$ cat src/rtl/dmem_resp_pkg.sv
// Shared constants for the data-memory responder: peripheral offsets, STATUS layout and default window base.
package dmem_resp_pkg;

  localparam logic [3:0]  OFF_OUT_DATA = 4'd0;
  localparam logic [3:0]  OFF_STATUS   = 4'd1;
  localparam logic [3:0]  OFF_CYCLE    = 4'd2;

  localparam int ST_EMPTY   = 0;
  localparam int ST_FULL    = 1;
  localparam int ST_OVF     = 2;
  localparam int ST_CNT_LSB = 4;

  localparam logic [11:0] DEF_PERIPH_BASE = 12'hFF0;

  function automatic logic [31:0] pack_status(input logic empty, input logic full,
                                              input logic ovf, input logic [4:0] cnt);
    logic [31:0] v;
    v = '0;
    v[ST_EMPTY] = empty;
    v[ST_FULL]  = full;
    v[ST_OVF]   = ovf;
    v[ST_CNT_LSB +: 5] = cnt;
    return v;
  endfunction

endpackage

$ cat src/rtl/dmem_resp_fifo.sv
// Synchronous power-of-two FIFO; the head output holds the last popped word while empty.
module dmem_resp_fifo #(
  parameter  int DEPTH = 4,
  parameter  int W     = 32,
  localparam int AW    = $clog2(DEPTH),
  localparam int CW    = AW + 1
) (
  input  logic          i_clock,
  input  logic          i_rst_n,
  input  logic          i_push,
  input  logic [W-1:0]  i_data,
  input  logic          i_pop_req,
  output logic          o_full,
  output logic          o_empty,
  output logic [CW-1:0] o_count,
  output logic [W-1:0]  o_head
);

  logic [W-1:0]  r_mem [DEPTH];
  logic [AW-1:0] r_wr_ptr;
  logic [AW-1:0] r_rd_ptr;
  logic [CW-1:0] r_count;
  logic [W-1:0]  r_last;
  logic          w_pop;
  logic          w_push;

  assign o_count = r_count;
  assign o_empty = (r_count == '0);
  assign o_full  = (r_count == CW'(DEPTH));
  assign w_pop   = i_pop_req & ~o_empty;
  // A full FIFO still accepts a push when the head leaves on the same edge.
  assign w_push  = i_push & (~o_full | w_pop);
  assign o_head  = o_empty ? r_last : r_mem[r_rd_ptr];

  always_ff @(posedge i_clock or negedge i_rst_n) begin
    if (!i_rst_n) begin
      for (int i = 0; i < DEPTH; i++) r_mem[i] <= '0;
      r_wr_ptr <= '0;
      r_rd_ptr <= '0;
      r_count  <= '0;
      r_last   <= '0;
    end else begin
      if (w_push) begin
        r_mem[r_wr_ptr] <= i_data;
        r_wr_ptr        <= r_wr_ptr + AW'(1);
      end
      if (w_pop) begin
        r_last   <= r_mem[r_rd_ptr];
        r_rd_ptr <= r_rd_ptr + AW'(1);
      end
      r_count <= r_count + CW'(w_push) - CW'(w_pop);
    end
  end

endmodule

$ cat src/rtl/dmem_responder.sv
// Data-memory responder: RAM pass-through plus a 16-word peripheral window (output FIFO, STATUS, CYCLE).
// Optional macro DMEM_RESP_CYCLE_COUNTER_EN adds the free-running CYCLE counter at offset 2.
module dmem_responder
  import dmem_resp_pkg::*;
#(
  parameter int          FIFO_DEPTH  = 4,
  parameter logic [11:0] PERIPH_BASE = DEF_PERIPH_BASE
) (
  input  logic        clock,
  input  logic        reset,
  input  logic [11:0] address_dmem,
  input  logic [31:0] data,
  input  logic        wren,
  output logic [31:0] q_dmem,
  output logic [11:0] ram_address,
  output logic [31:0] ram_data,
  output logic        ram_wren,
  input  logic [31:0] ram_q,
  output logic        out_valid,
  input  logic        out_ready,
  output logic [31:0] out_data
);

  localparam int CW = $clog2(FIFO_DEPTH) + 1;

  logic          w_in_periph;
  logic [3:0]    w_off;
  logic          w_push_req;
  logic          w_ovf_set;
  logic          w_ovf_clr;
  logic          w_full;
  logic          w_empty;
  logic [CW-1:0] w_count;
  logic [31:0]   w_cycle;
  logic [31:0]   w_rd_val;
  logic          r_ovf;
  logic          r_rd_sel;
  logic [31:0]   r_rd_val;

  assign w_in_periph = (address_dmem[11:4] == PERIPH_BASE[11:4]);
  assign w_off       = address_dmem[3:0];
  assign ram_address = address_dmem;
  assign ram_data    = data;
  assign ram_wren    = wren & (address_dmem < PERIPH_BASE);

  assign w_push_req = wren & w_in_periph & (w_off == OFF_OUT_DATA);
  // Full implies non-empty, so the only way a full FIFO takes a push is a same-edge pop.
  assign w_ovf_set  = w_push_req & w_full & ~out_ready;
  assign w_ovf_clr  = wren & w_in_periph & (w_off == OFF_STATUS) & data[ST_OVF];

  // out_valid/out_ready: a word transfers on every rising edge where both are high;
  // out_valid never depends on out_ready, and a word pushed this edge is not popped this edge.
  dmem_resp_fifo #(.DEPTH(FIFO_DEPTH), .W(32)) u_fifo (
    .i_clock   (clock),
    .i_rst_n   (reset),
    .i_push    (w_push_req),
    .i_data    (data),
    .i_pop_req (out_ready),
    .o_full    (w_full),
    .o_empty   (w_empty),
    .o_count   (w_count),
    .o_head    (out_data)
  );
  assign out_valid = ~w_empty;

`ifdef DMEM_RESP_CYCLE_COUNTER_EN
  logic [31:0] r_cycle;
  always_ff @(posedge clock or negedge reset) begin
    if (!reset)                                             r_cycle <= '0;
    else if (wren && w_in_periph && (w_off == OFF_CYCLE))   r_cycle <= data;
    else                                                    r_cycle <= r_cycle + 32'd1;
  end
  assign w_cycle = r_cycle;
`else
  assign w_cycle = '0;
`endif

  always_comb begin
    w_rd_val = '0;
    case (w_off)
      OFF_STATUS: w_rd_val = pack_status(w_empty, w_full, r_ovf, 5'(w_count));
      OFF_CYCLE:  w_rd_val = w_cycle;
      default:    w_rd_val = '0;
    endcase
  end

  // Reset selects the peripheral path with a zero value so q_dmem reads 0 until the first access.
  always_ff @(posedge clock or negedge reset) begin
    if (!reset) begin
      r_ovf    <= 1'b0;
      r_rd_sel <= 1'b1;
      r_rd_val <= '0;
    end else begin
      if (w_ovf_set)      r_ovf <= 1'b1;
      else if (w_ovf_clr) r_ovf <= 1'b0;
      r_rd_sel <= w_in_periph;
      r_rd_val <= w_rd_val;
    end
  end

  assign q_dmem = r_rd_sel ? r_rd_val : ram_q;

endmodule

$ cat config.mk
export PLATFORM = sky130hd
export DESIGN_NAME = dmem_responder
export DESIGN_NICKNAME = d
export VERILOG_FILES = /design/src/rtl/dmem_resp_pkg.sv /design/src/rtl/dmem_resp_fifo.sv /design/src/rtl/dmem_responder.sv
export SDC_FILE = /design/constraint.sdc
export NUM_CORES = 1
export LEC_CHECK = 0
export ABC_AREA = 1
export CAP_MARGIN = 25
export CORE_ASPECT_RATIO = 2
export CORE_MARGIN = 3
export CORE_UTILIZATION = 43
export DETAILED_ROUTE_END_ITERATION = 7
export GPL_TIMING_DRIVEN = 0
export HOLD_SLACK_MARGIN = 0.03
export PLACE_DENSITY = 0.81
export RECOVER_POWER = 100
export SLEW_MARGIN = 25
export SYNTH_ARGS = -nofsm -noshare
export SYNTH_HDL_FRONTEND = slang
export SYNTH_HIERARCHICAL = 1
export SYNTH_SLANG_ARGS = --single-unit
$ cat constraint.sdc
create_clock -name clock -period 3.3 [get_ports clock]
set_clock_uncertainty 0.2 [all_clocks]
set_input_delay 0.66 -clock clock [delete_from_list [all_inputs] [get_ports clock]]
set_output_delay 0.66 -clock clock [all_outputs]
set_load 0.01 [all_outputs]
Word-level counts from Yosys, hierarchy flattened --
Index checks and enable logic that the tools add are counted.
Word-level totals: register bits after elaboration 176, logic and storage cells 52
Cells by class: add/subtract/negate cells 4, $lt $le $gt $ge 4, equal/unequal tests 3, muxes and demuxes 11, bitwise operators 15, reduce and logical (&&, ||, !) cells 4
Operators by type and width (number):
- 32-bit two-way mux | 5
- 128-bit bitwise mux | 1
- 32-bit binary-select mux with 2-bit select | 1
- 32-bit demux with 2-bit select | 1
- 12-bit < comparator (second input constant) | 1
- 1-bit AND | 9
- 8-bit == test (second input constant) | 1
- 7-bit two-way mux | 1
- 3-bit greater-or-equal comparator (second input constant) | 2
- 2-bit inverter with 3-bit output | 2
- 2-bit by 1-bit adder with 2-bit output (second input constant) | 2
- 4-bit by 1-bit == test with 1-bit output (second input constant) | 1
- 4-bit logical NOT | 1
- 3-bit by 1-bit adder with 3-bit output | 1
- 3-bit == test (second input constant) | 1
- 3-bit logical NOT | 1
- 3-bit by 1-bit < comparator with 1-bit output (second input constant) | 1
- 1-bit inverter | 3
- 3-bit by 1-bit subtractor with 3-bit output | 1
- 1-bit two-way mux | 2
- 2-bit nonzero test | 1
- 1-bit logical AND | 1
- 1-bit bitwise OR | 1

Longest topological paths before layout --
depth in word-level cells 7, gate-level depth with buffers 12, mapped depth without buffers 10

Modules after synthesis --
Netlist, hierarchy kept.
Modules (own cells, without submodules):
- dmem_resp_fifo | instances 1, cells each 1037, area each 8147.8 µm², sequential area each 4179.0 µm²
- dmem_responder | instances 1, cells each 150, area each 991.0 µm², sequential area each 201.4 µm²

Worst setup path after synthesis --
Ideal clock, no wire load.
path kind input-to-reg, start point in address_dmem[5], end point reg u_fifo.r_count[2] (netlist: u_fifo/o_count[2]), library setup time 122 ps, arrival 2475 ps, required time 2978 ps, path slack 503 ps, cell stages on the path 12, buffers on the path 2, path through nand2_1 > nor2_1 > nand3_1 > nor3_1 > buf_2 > buf_2 > nand2_1 > ha_1 > inv_1 > ha_1 > fa_1 > xnor2_1
Between the ends: cells in the longest elaborated chain, start to end 6
RTL lines:
- start: declaration | line dmem_responder.sv:11 | input logic [11:0] address_dmem,
- 8-bit == test | line dmem_responder.sv:40 | assign w_in_periph = (address_dmem[11:4] == PERIPH_BASE[11:4]);
- 1-bit AND (2 in a row) | line dmem_responder.sv:46 | assign w_push_req = wren & w_in_periph & (w_off == OFF_OUT_DATA);
- via w_push_req | line dmem_responder.sv:28 | logic w_push_req;
- 1-bit AND | line dmem_resp_fifo.sv:32 | assign w_push = i_push & (~o_full | w_pop);
- 3-bit by 1-bit adder with 3-bit output | line dmem_resp_fifo.sv:51 | r_count <= r_count + CW'(w_push) - CW'(w_pop);
- 3-bit by 1-bit subtractor with 3-bit output | line dmem_resp_fifo.sv:51
- end signal: assignment | line dmem_resp_fifo.sv:51
- end: declaration | line dmem_resp_fifo.sv:22 | logic [CW-1:0] r_count;
The timed path passes the listed nets, and every way through them passes these cells. A chain may end at the register's enable or synchronous reset.

Worst setup path in the final report --
start point reg u_fifo.r_rd_ptr[0], end point out out_data[11]
Between the ends: cells in the longest elaborated chain, start to end 5
RTL lines:
- start: declaration | line dmem_resp_fifo.sv:21 | logic [AW-1:0] r_rd_ptr;
- start signal: assignment | line dmem_resp_fifo.sv:49 | r_rd_ptr <= r_rd_ptr + AW'(1);
- 2-bit inverter with 3-bit output (not written as such) | line dmem_resp_fifo.sv:33 | assign o_head = o_empty ? r_last : r_mem[r_rd_ptr];
- 32-bit binary-select mux with 2-bit select | line dmem_resp_fifo.sv:33
- 32-bit two-way mux (not written as such) (2 in a row) | line dmem_resp_fifo.sv:33
- 32-bit two-way mux | line dmem_resp_fifo.sv:33
- end: declaration | line dmem_responder.sv:21 | output logic [31:0] out_data
Every way passes these cells. The select of a mux whose other input is x is not followed.

==> metrics <==
slowest CP cell clkdlybuf4s50_1; WHS Path Cells 2; DRT Pass-1 Iters 8; root buf cell clkbuf_16; failing checks capacitance limit, slew limit; # resized after CTS 8; CP Cell Sequence inv_1 -> clkbuf_4 -> clkbuf_4 -> nand2_1 -> nand3_1 -> nand2_1 -> o21ai_0 -> clkdlybuf4s50_1; worst reg2reg startpoint u_fifo/o_count[1]$_DFF_PN0_; CP max stage delay 560 ps; area share of and/or/nand/nor cells after synthesis 0.3550; Netlist cell types 27; main combinational cell family by area after synthesis simple AND/OR/NAND/NOR gates; later-pin clock latency in the skew report 430 ps; H-tree depth 4; Worst-path clk slew 70 ps; RSZ-0062 raised after global routing true; Vias 9,153; WHS 271.1 ps; Tot Pwr 7121 uW; boundary pin count 190; routed wl met2 15.80 mm; Comb pwr share 0.381; Worst Hold Class flop to flop; Hold Path Sink u_fifo/r_mem[91]$_DFFE_PN0P_; initial antenna violation count 1; post-synth top area cell dfrtp_1; Hold Path Origin u_fifo/r_mem[91]$_DFFE_PN0P_; Adder-Cell Fraction of Synth Area 0.01041; fmax 0.3141 GHz; P_sw 2758 uW; Synth Cell Area 9139 um^2; Seq pwr share 0.355; global-route usage over all layers 0.2645; final worst path period share 0.9647; vias in the first global route 9,114; CTS hold repair buffers 0; Multi-input gate area 3777 um^2; CTS buffer count 17; post-layout min period 3183 ps; Final Setup Violations 0; total of max-cap violations 1; dominant cells by area after synthesis dfrtp_1 48%, nand2_1 20%, nand4_1 8.8%; largest net degree at the start of global routing 94; Avg WL per Cell 17.99 um; WS Path Type flop to primary output; met3 WL 1.793 mm; share of the synthesized area in the top cell type 0.4765; startpoint types flop; worst slew margin relative to its limit -0.3637; P_int 4362 uW; dpl hpwl 21.41 mm; Post-CTS Setup Bufs 0; Arrival @ worst endpoint 2320 ps; crit-path max FO 10; maximum vdd drop 0.0003697 V; Slew Viols, Final 84; Max Used Layer met4; Fillers 1,854; Yosys warnings 6; complex-gate fraction of the synthesized area 0.03642; worst r2r path cells 11; Die Footprint 23,140 um^2; Port Buf Inserts 189; clk buf depth 2; Placer Congestion 0.9355; nets 1,482; drt drc 0; M1 WL 10.65 mm; gr ovfl total 0; syn avg cell area 7.699 um^2; status finished, violations left; share of cells above drive strength 1 0.09730; mux contribution to synthesized area 0.008215; Initial Util 0.4426; power density over the cells 601.8 nW/um^2; flop2flop setup slack 230 ps; Placeable Area 20,650 um^2; sequential share of the synthesized area 0.4793; Die Height 212.2 um; reg2reg end u_fifo/o_count[2]$_DFF_PN0_; sequential cell area 4380 um^2; die extent in x 109.1 um; CTS tree yes; setup TNS 0 ps; global-route wire length before repair 47.36 mm; number of DRC markers in iteration 0 829; Clk pwr share 0.264; Final Hold Vio Count 0; Worst Tran Pin Value 2046 ps; net switching fraction of the power 0.3874; Leak Pwr 0.005932 uW; via/cell ratio 5.464; area grow syn2layout 29.46%; #FFs+latches synth 175; Critical Path RT 2440 ps; Routed Antenna Nets 0; Worst Setup End Kind primary output; syn_nets 1,274; most common cell after layout, fill and taps aside nand2_1; Clock Sinks 175; Post-Synth XOR/XNOR Area 0.002875; most frequent cells in the layout 498 x nand2_1, 174 x dfrtp_1, 129 x nand4_1; total length of routed wires 30.14 mm; # rows 74; post-synthesis instance total 1,187
==> kinds of logic after synthesis <==
family | after synthesis
buf+inv | 186
simple gates | 744
fa+ha+maj | 7
compound gates | 66
flops | 175
xor+xnor | 3
mux | 6
==> sequential cells by signal, summed over array words and instances (netlist names) <==
register / cells
r_rd_val: 6
r_ovf: 1
u_fifo/o_count: 3
u_fifo/r_mem: 128
u_fifo/r_last: 32
r_rd_sel: 1
u_fifo/r_wr_ptr: 2
u_fifo/r_rd_ptr: 2
==> worst max-delay path by stage <==
stage | from | endpoint
5_1_grt | u_fifo/r_rd_ptr[0]$_DFFE_PN0P_ | out_data[11]
3_3_place_gp | reset | u_fifo/r_last[7]$_DFFE_PN0P_
6_report | u_fifo/r_rd_ptr[0]$_DFFE_PN0P_ | out_data[11]
4_1_cts | u_fifo/r_rd_ptr[0]$_DFFE_PN0P_ | out_data[8]
3_5_place_dp | address_dmem[5] | u_fifo/o_count[2]$_DFF_PN0_
2_1_floorplan | address_dmem[5] | u_fifo/o_count[2]$_DFF_PN0_
==> final cells by class <==
class	count	area share
Tap cell	266	0.02813
Sequential cell	175	0.3702
Multi-Input combinational cell	826	0.3193
Inverter	47	0.01491
Timing Repair Buffer	190	0.1524
Clock buffer	19	0.03659
Antenna cell	1	0.0002115
Clock inverter	13	0.008778
Buffer	138	0.06948
==> cell usage after synthesis (all sizes together) <==
cell type	number
nor2	42
nand3	74
dfstp	1
xnor2	2
inv	47
buf	120
o21ai	65
xor2	1
nor3	1
clkbuf	19
dfrtp	174
o21bai	1
mux2	6
nand2	498
nand4	129
ha	6
fa	1
==> power groups by stage <==
stage / Sequential [uW] / Clock, uW / Combinational, uW
global placement: 2550 / 0 / 2740
global route: 2560 / 1970 / 2930
finish: 2530 / 1880 / 2720
detailed placement: 2560 / 0 / 2790
CTS: 2520 / 1890 / 2830
floorplan: 2530 / 0 / 1440
==> critical path: cells and delay by family (launching register included) <==
kind / cells / cell delay, ps
buffers and inverters: 4 / 1080
flip-flops: 1 / 390
AND/OR/NAND/NOR: 3 / 260
AO/OA/AOI/OAI: 1 / 170
==> per-layer routing <==
metal | global-route usage | vias up
li1 | - | 4249
met3 | 0.03403 | 133
met1 | 0.2959 | 4318
met4 | 0.1500 | 0
met2 | 0.4730 | 453
met5 | 0 | -
==> through the flow <==
step,cell area [um^2],instances,setup WS (ps),utilization
5_1_grt,11830,1675,-8.970,0.5730
4_1_cts,11960,1675,-31.98,0.5792
3_5_place_dp,11400,1643,-665.4,0.5519
2_1_floorplan,9139,1187,502.9,-
6_report,11830,1675,116.6,0.5730
3_3_place_gp,11360,1642,-5740,0.5504
Power figures use the tool's default switching activity.
